===== config.mk =====
export PLATFORM = sky130hd
export DESIGN_NAME = pixel_path_scaled_flat
export DESIGN_NICKNAME = d
export VERILOG_FILES = /design/src/rtl/pixel_path_scaled_if.sv /design/src/rtl/pixel_path_scaled.sv /design/src/flat_wrapper.sv
export SDC_FILE = /design/constraint.sdc
export NUM_CORES = 1
export LEC_CHECK = 0
export BUFFER_PORTS_ARGS = -buffer_cell sky130_fd_sc_hd__clkbuf_2
export CAP_MARGIN = 15
export CORE_MARGIN = 4
export CORE_UTILIZATION = 30
export DETAILED_ROUTE_END_ITERATION = 8
export GPL_TIMING_DRIVEN = 1
export SYNTH_ARGS = -nofsm -noshare
export SYNTH_HDL_FRONTEND = slang
export SYNTH_SLANG_ARGS = --single-unit
export TNS_END_PERCENT = 1

===== constraint.sdc =====
create_clock -name pix_clk -period 3.8 [get_ports pix_clk]
set_input_delay 1.14 -clock pix_clk [delete_from_list [all_inputs] [get_ports pix_clk]]
set_output_delay 1.14 -clock pix_clk [all_outputs]
set_load 0.01 [all_outputs]

===== src/rtl/pixel_path_scaled_if.sv =====
// Frame-buffer read bus between the pixel path (master) and the front frame-buffer BRAM (slave).
//   rd_addr_pix : word address of the pixel being fetched
//   rd_en_pix   : read strobe, high only for visible pixels
//   rd_data_pix : read data, valid RD_LAT cycles after the strobe
interface pixel_path_scaled_if #(
   parameter int unsigned ADDR_W = 17
);
   logic [ADDR_W-1:0] rd_addr_pix;
   logic              rd_en_pix;
   logic [15:0]       rd_data_pix;

   modport master (
      output rd_addr_pix,
      output rd_en_pix,
      input  rd_data_pix
   );

   modport slave (
      input  rd_addr_pix,
      input  rd_en_pix,
      output rd_data_pix
   );
endinterface


===== src/rtl/pixel_path_scaled.sv =====
// Pixel path for the VGA output: turns raster counters into frame-buffer read addresses with a
// power-of-two upscale, converts the returned words to 12-bit colour, overlays an optional
// border and delays the syncs so that they line up exactly with the pixel data.
//   pix_clk, prst        : pixel clock, synchronous active-high reset
//   h_cnt, v_cnt         : raster counters from the timing generator
//   h_sync, v_sync       : active-low syncs aligned with the counters
//   border_en/border_rgb : border overlay control and colour (quasi-static)
//   fb                   : frame-buffer read bus (master side)
//   vga_hsync/vsync/rgb  : outputs to the VGA pins, all with latency RD_LAT+2
//   frame_start          : one-cycle pulse with the first visible pixel of a frame
module pixel_path_scaled #(
   parameter int unsigned W_VIS       = 640,
   parameter int unsigned H_VIS       = 480,
   parameter int unsigned H_TOTAL     = 800,
   parameter int unsigned V_TOTAL     = 525,
   parameter int unsigned SCALE_SHIFT = 1,
   parameter int unsigned W_FB        = W_VIS >> SCALE_SHIFT,
   parameter int unsigned ADDR_W      = 17,
   parameter int unsigned RD_LAT      = 1,
   parameter int unsigned PIX_FMT     = 0
) (
   input  logic                         pix_clk,
   input  logic                         prst,
   input  logic [$clog2(H_TOTAL)-1:0]   h_cnt,
   input  logic [$clog2(V_TOTAL)-1:0]   v_cnt,
   input  logic                         h_sync,
   input  logic                         v_sync,
   input  logic                         border_en,
   input  logic [11:0]                  border_rgb,
   pixel_path_scaled_if.master          fb,
   output logic                         vga_hsync,
   output logic                         vga_vsync,
   output logic [11:0]                  vga_rgb,
   output logic                         frame_start
);

   localparam int unsigned L  = RD_LAT + 2;
   // y_sub needs at least one bit even at 1x; it then simply stays 0.
   localparam int unsigned YW = (SCALE_SHIFT == 0) ? 1 : SCALE_SHIFT;
   localparam logic [YW-1:0] YLast = YW'((1 << SCALE_SHIFT) - 1);

   // Stage 0: counter decode and address generation
   logic              active, border, first, line_end;
   logic [ADDR_W-1:0] addr;
   logic [ADDR_W-1:0] row_base_d, row_base_q;
   logic [YW-1:0]     y_sub_d, y_sub_q;

   always_comb begin
      active   = (32'(h_cnt) < W_VIS) && (32'(v_cnt) < H_VIS);
      border   = active && ((h_cnt == '0) || (32'(h_cnt) == W_VIS - 1) ||
                            (v_cnt == '0) || (32'(v_cnt) == H_VIS - 1));
      first    = (h_cnt == '0) && (v_cnt == '0);
      addr     = row_base_q + ADDR_W'(h_cnt >> SCALE_SHIFT);
      line_end = (32'(h_cnt) == H_TOTAL - 1);

      row_base_d = row_base_q;
      y_sub_d    = y_sub_q;
      if (line_end && (32'(v_cnt) == V_TOTAL - 1)) begin
         // Frame wrap wins over the per-line advance.
         row_base_d = '0;
         y_sub_d    = '0;
      end else if (line_end && (32'(v_cnt) < H_VIS)) begin
         if (y_sub_q == YLast) begin
            y_sub_d    = '0;
            row_base_d = row_base_q + ADDR_W'(W_FB);
         end else begin
            y_sub_d = y_sub_q + YW'(1);
         end
      end
   end

   always_ff @(posedge pix_clk) begin
      if (prst) begin
         row_base_q <= '0;
         y_sub_q    <= '0;
      end else begin
         row_base_q <= row_base_d;
         y_sub_q    <= y_sub_d;
      end
   end

   // Stage 1: frame-buffer read request
   logic [ADDR_W-1:0] rd_addr_q;
   logic              rd_en_q;

   always_ff @(posedge pix_clk) begin
      if (prst) begin
         rd_addr_q <= '0;
         rd_en_q   <= 1'b0;
      end else begin
         rd_addr_q <= addr;
         rd_en_q   <= active;
      end
   end

   assign fb.rd_addr_pix = rd_addr_q;
   assign fb.rd_en_pix   = rd_en_q;

   // Delay lines. Syncs and first run through L registers. active/border only need L-1,
   // because the colour register below is the L-th stage of their path.
   logic [2:0] sync_q [L];    // {hsync, vsync, first}
   logic [1:0] flag_q [L-1];  // {active, border}

   always_ff @(posedge pix_clk) begin
      if (prst) begin
         for (int unsigned i = 0; i < L; i++) begin
            sync_q[i] <= 3'b110;
         end
         for (int unsigned i = 0; i < L - 1; i++) begin
            flag_q[i] <= 2'b00;
         end
      end else begin
         sync_q[0] <= {h_sync, v_sync, first};
         for (int unsigned i = 1; i < L; i++) begin
            sync_q[i] <= sync_q[i-1];
         end
         flag_q[0] <= {active, border};
         for (int unsigned i = 1; i < L - 1; i++) begin
            flag_q[i] <= flag_q[i-1];
         end
      end
   end

   // Colour conversion and output register
   logic [11:0] colour;
   logic [11:0] rgb_q;
   logic        active_d, border_d;

   always_comb begin
      if (PIX_FMT == 1) begin
         // Top four bits of each of R5, G6, B5.
         colour = {fb.rd_data_pix[15:12], fb.rd_data_pix[10:7], fb.rd_data_pix[4:1]};
      end else begin
         colour = fb.rd_data_pix[11:0];
      end
      active_d = flag_q[L-2][1];
      border_d = flag_q[L-2][0];
   end

   always_ff @(posedge pix_clk) begin
      if (prst) begin
         rgb_q <= 12'h000;
      end else if (!active_d) begin
         rgb_q <= 12'h000;
      end else if (border_d && border_en) begin
         rgb_q <= border_rgb;
      end else begin
         rgb_q <= colour;
      end
   end

   assign vga_hsync   = sync_q[L-1][2];
   assign vga_vsync   = sync_q[L-1][1];
   assign frame_start = sync_q[L-1][0];
   assign vga_rgb     = rgb_q;

endmodule


===== src/flat_wrapper.sv =====
// flat-port wrapper written by rule: the top's interface ports become plain ports
module pixel_path_scaled_flat 
#(
   parameter int unsigned W_VIS       = 640,
   parameter int unsigned H_VIS       = 480,
   parameter int unsigned H_TOTAL     = 800,
   parameter int unsigned V_TOTAL     = 525,
   parameter int unsigned SCALE_SHIFT = 1,
   parameter int unsigned W_FB        = W_VIS >> SCALE_SHIFT,
   parameter int unsigned ADDR_W      = 17,
   parameter int unsigned RD_LAT      = 1,
   parameter int unsigned PIX_FMT     = 0
)
  (pix_clk, prst, h_cnt, v_cnt, h_sync, v_sync, border_en, border_rgb, vga_hsync, vga_vsync, vga_rgb, frame_start, fb_rd_addr_pix, fb_rd_en_pix, fb_rd_data_pix);
  pixel_path_scaled_if #(.ADDR_W(ADDR_W)) fb_i ();
  input  logic pix_clk;
  input  logic prst;
  input  logic [$clog2(H_TOTAL)-1:0] h_cnt;
  input  logic [$clog2(V_TOTAL)-1:0] v_cnt;
  input  logic h_sync;
  input  logic v_sync;
  input  logic border_en;
  input  logic [11:0] border_rgb;
  output logic vga_hsync;
  output logic vga_vsync;
  output logic [11:0] vga_rgb;
  output logic frame_start;
  output wire logic [$bits(fb_i.rd_addr_pix)-1:0] fb_rd_addr_pix;
  output wire logic [$bits(fb_i.rd_en_pix)-1:0] fb_rd_en_pix;
  input wire logic [$bits(fb_i.rd_data_pix)-1:0] fb_rd_data_pix;
  assign fb_rd_addr_pix = fb_i.rd_addr_pix;
  assign fb_rd_en_pix = fb_i.rd_en_pix;
  assign fb_i.rd_data_pix = fb_rd_data_pix;
  pixel_path_scaled #(.W_VIS(W_VIS), .H_VIS(H_VIS), .H_TOTAL(H_TOTAL), .V_TOTAL(V_TOTAL), .SCALE_SHIFT(SCALE_SHIFT), .W_FB(W_FB), .ADDR_W(ADDR_W), .RD_LAT(RD_LAT), .PIX_FMT(PIX_FMT)) u_core (.pix_clk(pix_clk), .prst(prst), .h_cnt(h_cnt), .v_cnt(v_cnt), .h_sync(h_sync), .v_sync(v_sync), .border_en(border_en), .border_rgb(border_rgb), .fb(fb_i), .vga_hsync(vga_hsync), .vga_vsync(vga_vsync), .vga_rgb(vga_rgb), .frame_start(frame_start));
endmodule

# --- Word level (Yosys, flattened, before mapping) ---
# Memory sizes are Yosys's and may differ from the RTL's.
# Index checks and enable logic that the tools add are counted.
totals:
  ff_bits: 48
  ramBits: 13
  output_inout_bits: 33
  word_cells: 46
  mem_count: 2
memory_table:
  columns: ["memory", "words", "width", "read_ports", "rd_clocked_by_memory_dff", "write_ports", "line_no", "source"]
  rows:
  - ["u_core.sync_q", 3, 3, 3, 0, 3, "pixel_path_scaled.sv:101", "logic [2:0] sync_q [L];"]
  - ["u_core.flag_q", 2, 2, 2, 0, 2, "pixel_path_scaled.sv:102", "logic [1:0] flag_q [L-1];"]
op_classes:
  add_sub_neg: 3
  n_lt_le_gt_ge: 2
  eq_ne: 4
  mux: 10
  bitwise: 6
  n_reduce_logical: 14
ops:
  columns: ["cell", "count"]
  rows:
  - ["$eq 10x10->1 const B", 3]
  - ["$logic_not 10->1", 2]
  - ["$add 17x9->17", 1]
  - ["$add 17x9->17 const B", 1]
  - ["$mux 12", 1]
  - ["$eq 10x9->1 const B", 1]
  - ["$lt 10x10->1 const B", 1]
  - ["$lt 10x9->1 const B", 1]
  - ["$mux 3", 3]
  - ["$logic_and 1x1->1", 6]
  - ["$or 1x1->1", 5]
  - ["$mux 1", 4]
  - ["$mux 2", 2]
  - ["$reduce_or 2->1", 2]
  - ["$logic_or 1x1->1", 3]
  - ["$reduce_and 2->1", 1]
  - ["$add 1x1->1 const B", 1]
  - ["$not 1->1", 1]

# --- Longest topological paths before layout ---
# Gate-level depths: netlist of the first run.
depth:
  ltp_word: 6
  depth_mapped: 7

# --- Worst setup path after synthesis of the first run ---
# Ideal clock, no wire load.
synth_path:
  path_type: "input port to flip-flop"
  startpoint: "in h_cnt[5]"
  endpoint: "reg u_core.row_base_q[16]"
  t_arrival_ns: 2.930
  slack_ns: 0.800
  path_stages: 5
  n_path_buf: 1
  cell_sequence: "or4b_4 > or4_1 > buf_2 > or4_1 > a21oi_1"
synth_between:
  elab_chain_cells: 3
synth_lines:
  columns: ["element", "line_no", "source"]
  rows:
  - ["from (decl)", "flat_wrapper.sv:18", "input logic [$clog2(H_TOTAL)-1:0] h_cnt;"]
  - ["$eq 10x10->1 *", "pixel_path_scaled.sv:54", "line_end = (32'(h_cnt) == H_TOTAL - 1);"]
  - ["$logic_and 1x1->1, on equally long branches", "pixel_path_scaled.sv:62, pixel_path_scaled.sv:58", null]
  - ["$reduce_and 2->1 (no source line) / $reduce_or 2->1 (equally long branches)", null, null]
  - ["to (signal assigned)", "pixel_path_scaled.sv:77", "row_base_q <= row_base_d;"]
  - ["to (decl)", "pixel_path_scaled.sv:45", "logic [ADDR_W-1:0] row_base_d, row_base_q;"]
# Mark *: on every way between the ends. The rest lies on a longest branch, timed or not.
# A chain may end at the register's enable or synchronous reset.

# --- Final worst setup path of the first run ---
layout_path:
  startpoint: "in h_cnt[5]"
  endpoint: "reg u_core.row_base_q[9]"
# Same word-level chain as after synthesis.

==> flow_metrics.tcl, run 1 <==
set metrics [dict create \
    status "complete, no violations" \
    initial_core_util_pct 31.1 \
    synth_compound_area_share_pct 13.5 \
    p_leak_nw 1.17 \
    fin_crit_sh_pct 79.9 \
    cts_setup_buffers 0 \
    cp_num_buf_inv 2 \
    muxShareOfSynthArea_pct 0 \
    grt_pass1_vias 1811 \
    syn_to_final_growth_pct 27.2 \
    synth_edf_count 0 \
    ctsResizeCount 0 \
    coreArea_sq_mm 0.00687 \
    grt_max_degree 32 \
    seqCellArea_sq_mm 0.00108 \
    synth_xor_area_share_pct 2.46 \
    hp-class "reg -> reg" \
    finish.utilization_pct 39.5 \
    synth_top_family_by_area "simple AND/OR/NAND/NOR gates" \
    synthSimpleGateAreaFrac_pct 27.3 \
    slew_headroom_pct 63.2 \
    min_period_ns 3.04 \
    dpl.hpwl_microns 3760 \
    tns_ns 0 \
    syn_nets 298 \
    syn_inst 240 \
    slew_violations 0 \
    arrival_ns 3.27 \
    cp-end-kind "flop" \
    clk_pin_slew_ns 0.09 \
    wl_microns 4780 \
    insertion_delay_ns 0.30 \
    fill_cells 718 \
    vias 1939 \
    reg2reg_to "u_core.fb.rd_addr_pix[16]" \
    finalNetCount 376 \
    r2r_slack_ns 1.77 \
    tightest_slew_ns 0.552 \
    dieHeight_microns 92.3 \
    multi_input_area_sq_um 993 \
    cpPeakStageDelay_ns 0.73 \
    avgSynthCellArea_sq_um 8.89 \
    crit_required_ns 4.04 \
    port_buffers 81 \
    gr-total-overflow 0 \
    cts_tree "yes" \
    htree_levels 2 \
    clk_path_buf_depth 2 \
    min_path_cells 1 \
    die_w_microns 92.3 \
    postRouteAntennaNets 0 \
    fmax_ghz 0.329 \
    cts_hold_buf 0 \
    numCtsBuffers 5 \
    timing.rr.start "u_core.row_base_q[6]" \
    dp_cells 407 \
    routedWlPerCell_microns 11.5 \
    cp_cell_sequence "clkbuf_2 > or4b_4 > or4_1 > buf_4 > or3_1 > a21oi_1" \
    max_cap_viol_count 0 \
    ys_warn_count 0 \
    io_pins 86 \
    synth_adder_area_share_pct 3.28 \
    powerDensity_mw_per_mm2 355 \
    ys_types 36 \
    place.gp.congestion 0.732 \
    seq_area_frac_synth_pct 50.7 \
    drtIter0Drc 42 \
    r2r_cells 7 \
    pre_cts_slack_ns 0.449 \
    worstSetupPathType "in -> reg" \
    layout_setup_ws_ns 0.765 \
    finClkSkew_ns 0.00711 \
    hold_viol 0 \
    setup_viol 0 \
    drive_above_1_share_pct 30.4 \
    drc 0 \
    diodes 0 \
    synth_flop_cell "dfxtp_1" \
    grt_pass1_wl_microns 8090 \
    grt_usage_pct 11.6 \
    path_delay_family "simple AND/OR/NAND/NOR gates" \
    cp_slowest_cell "or4_1" \
    clock_tree.root_cell "clkbuf_8" \
    die_area_sq_mm 0.00852 \
    stdcell_count 415 \
    crit_fanout 14 \
    rsz0062_at_grt "false" \
    synthArstFlopShare_pct 0 \
    startpoint_type "input port" \
    dr.pass1.iters 4 \
    synthesis.area_sq_mm 0.00213 \
    p_total_mw 0.963 \
    row_count 30 \
    cts_sinks 54 \
    ys_ff_latch 54 \
    irDropWorstVdd_mv 0.113 \
    hold_start "u_core.sync_q[0][4]" \
    antenna_found_initial 0 \
    whs_endpoint "u_core.sync_q[0][7]" \
    vias_per_cell 4.67 \
]
## flip-flops by register name, summed over array words and instances, names as in the netlist
| register | cells |
|---|---|
| u_core.fb.rd_addr_pix | 17 |
| u_core.vga_rgb | 12 |
| u_core.row_base_q | 11 |
| u_core.sync_q | 9 |
| u_core.flag_q | 4 |
| u_core.y_sub_q | 1 |
## stage by stage
step / cell area (sq um) / hold WS (ns)
finish: 2710 / 0.412
global route: 2710 / 0.428
CTS: 2710 / 0.415
detailed placement: 2620 / 0.394
global placement: 2620 / 0.392
floorplan: 2130 / 0.389
## cell usage after synthesis (4+ instances only)
cell type	number	area, sq um
dfxtp_1	54	1080
nand2_1	32	120
a21oi_1	27	135
nor2b_1	14	87.6
o21ai_0	14	70.1
or3_1	13	81.3
nor2_1	10	37.5
nand3_1	9	45.0
clkbuf_1	8	30.0
or2_2	6	37.5
xor2_1	6	52.6
nor4_1	5	31.3
ha_1	4	50.1
inv_1	4	15.0
or4_1	4	30.0
## worst reg2reg max path: cells and delay by family, from the launching register on
kind | cells | cell delay (ns)
and+or+nand+nor | 2 | 0.59
DFF | 1 | 0.41
buffers and inverters | 1 | 0.06
adders and majority gates | 2 | 0.57
AOI/OAI and AO/OA | 2 | 0.34
## cell families after synthesis
kind of cell,count (synthesis)
xor+xnor,6
compound gates,51
flops,54
buf+inv,15
simple gates,109
fa+ha+maj,5
## report_power, final
part / internal (mW) / switching (mW)
Sequential: 0.575 / 0.00230
Clock: 0.147 / 0.169
Combinational: 0.0334 / 0.0352
Total: 0.756 / 0.207
## worst max path at each step
stage	end	start	cells past startpoint	slack, ns
floorplan	u_core.row_base_q[16]	h_cnt[5]	5	0.80
global placement	u_core.row_base_q[9]	h_cnt[5]	6	0.48
detailed placement	u_core.row_base_q[9]	h_cnt[5]	6	0.45
CTS	u_core.row_base_q[9]	h_cnt[5]	6	0.77
global route	u_core.row_base_q[9]	h_cnt[5]	6	0.69
finish	u_core.row_base_q[9]	h_cnt[5]	6	0.76
## layout by cell type (no fill, tap or decap), types with 2 or more instances in the layout
master and count:
clkbuf_2 81, nand2_1 32, a21o_1 2, ha_1 4
nor4_1 5, nand3_1 9, and2_1 2, and4_1 2
o21ai_0 14, dfxtp_1 54, nand2b_1 2, nor3_1 3
a21oi_1 27, nand4_1 3, or4_1 4, or3_1 13
nor2_1 10, or2_2 6, clkbuf_8 6, inv_1 4
nor2b_1 14, xor2_1 6
## per-layer routing
layer	GRT usage, %	part of all wire [%]	vias up
li1	-	-	996
met2	20.0	45	63
met1	13.4	45	875
met5	0	0	-
met4	4.46	1.6	0
met3	3.82	7.8	5
## final cells by class
cell class	count	share of cell area, %
clock buffers	7	3.18
clock inverters	1	0.184
inverters	4	0.553
multi-input cells	171	36.6
flip-flops and latches	54	39.8
well taps	96	4.43
repair buffers	82	15.2
Note: power is estimated with default switching activity, not from simulation.
==> inputs of run 2 (changes only) <==
==> constraint.sdc (replaced) <==
create_clock -name pix_clk -period 2.69 [get_ports pix_clk]
set_input_delay 0.807 -clock pix_clk [delete_from_list [all_inputs] [get_ports pix_clk]]
set_output_delay 0.807 -clock pix_clk [all_outputs]
set_load 0.01 [all_outputs]
==> flow_metrics.tcl, run 2 (synthesis results as in run 1) <==
set metrics [dict create \
    status "complete, no violations" \
    fmax_ghz 0.411 \
    arrival_ns 2.67 \
    diodes 0 \
    cts_setup_buffers 0 \
    startpoint_type "input port" \
    numCtsBuffers 5 \
    hold_viol 0 \
    drc 0 \
    die_area_sq_mm 0.00852 \
    cp-end-kind "flop" \
    clk_pin_slew_ns 0.09 \
    slew_violations 0 \
    final_cell_mix "81 x clkbuf_2, 54 x dfxtp_1, 32 x nand2_1, 27 x a21oi_1" \
    row_count 30 \
    irDropWorstVdd_mv 0.205 \
    p_leak_nw 1.21 \
    largest_reg_flops 17 \
    grt_usage_pct 11.9 \
    finClkSkew_ns 0.00895 \
    syn_to_final_growth_pct 30.0 \
    io_pins 86 \
    coreArea_sq_mm 0.00687 \
    tightest_slew_ns 0.482 \
    fin_crit_sh_pct 90.5 \
    tns_ns 0 \
    grt_pass1_wl_microns 8360 \
    postRouteAntennaNets 0 \
    wl_microns 4840 \
    place.gp.congestion 0.741 \
    crit_required_ns 2.93 \
    worstSetupPathType "in -> reg" \
    hp-class "reg -> reg" \
    initial_core_util_pct 31.1 \
    rsz0062_at_grt "false" \
    dr.pass1.iters 4 \
    grt_max_degree 19 \
    setup_viol 0 \
    cts_hold_buf 0 \
    dpl_cell_area_sq_mm 0.00269 \
    dieHeight_microns 92.3 \
    stdcell_count 422 \
    crit_fanout 16 \
    max_cap_viol_count 0 \
    vias 1965 \
    dpl.hpwl_microns 3780 \
    whs_ns 0.411 \
    die_w_microns 92.3 \
    finalInstanceArea_sq_mm 0.00277 \
    powerDensity_mw_per_mm2 490 \
    ctsResizeCount 0 \
    min_period_ns 2.44 \
    cts_tree "yes" \
    dp_cells 416 \
    drive_above_1_share_pct 32.2 \
    vias_per_cell 4.66 \
    insertion_delay_ns 0.30 \
    slew_headroom_pct 67.9 \
    gr-total-overflow 0 \
    clk_path_buf_depth 2 \
    clock_tree.root_cell "clkbuf_8" \
    htree_levels 2 \
    fill_cells 716 \
    drtIter0Drc 66 \
    port_buffers 81 \
    grt_pass1_vias 1861 \
    finalNetCount 385 \
    routedWlPerCell_microns 11.5 \
    cts_sinks 54 \
    final_common_cell "clkbuf_2" \
    antenna_found_initial 0 \
]
run 2: stage by stage:
step	util (%)	setup slack, ns	power (mW)
2_1_floorplan	-	0.0226	0.873
3_3_place_gp	39.2	-0.0546	0.938
3_5_place_dp	39.2	-0.0686	0.940
4_1_cts	40.4	0.254	1.38
5_1_grt	40.4	0.167	1.42
6_report	40.4	0.255	1.36
run 2: final cells by class:
| class | instances | area [sq um] | area share [%] |
|---|---|---|---|
| Inverter | 4 | 15.0 | 0.542 |
| Timing Repair Buffer | 91 | 480 | 17.3 |
| Multi-Input combinational cell | 171 | 993 | 35.8 |
| Sequential cell | 54 | 1080 | 39.0 |
| Tap cell | 96 | 120 | 4.33 |
| Clock buffer | 6 | 82.6 | 2.98 |
run 2: per-layer routing:
layer / GRT usage [%] / vias up / wire length, microns
li1: - / 1015 / -
met1: 14.3 / 877 / 2280
met2: 20.1 / 68 / 2140
met3: 3.25 / 5 / 348
met4: 4.46 / 0 / 68
met5: 0 / - / 0
run 2: power breakdown:
part           total (mW)  switching [mW]  internal, mW
Combinational       0.104          0.0512        0.0523
Sequential          0.816         0.00321         0.813
Clock               0.440           0.240         0.199
Total                1.36           0.295          1.06
run 2: worst paths after layout:
path | from | to | slack (ns) | cells past startpoint
worst max-delay path | h_cnt[5] | u_core.row_base_q[14] | 0.25 | 6
worst min-delay path | u_core.sync_q[0][4] | u_core.sync_q[0][7] | 0.41 | 1
worst max register to register | u_core.row_base_q[6] | u_core.fb.rd_addr_pix[16] | 0.82 | 7
worst min register to register | u_core.sync_q[0][4] | u_core.sync_q[0][7] | 0.41 | 1
run 2: critical path, cell delays in order:
cell and delay, ns:
clkbuf_2 0.09, or4b_4 0.54, or4_1 0.55, buf_4 0.20, or3_1 0.34, a21oi_1 0.14
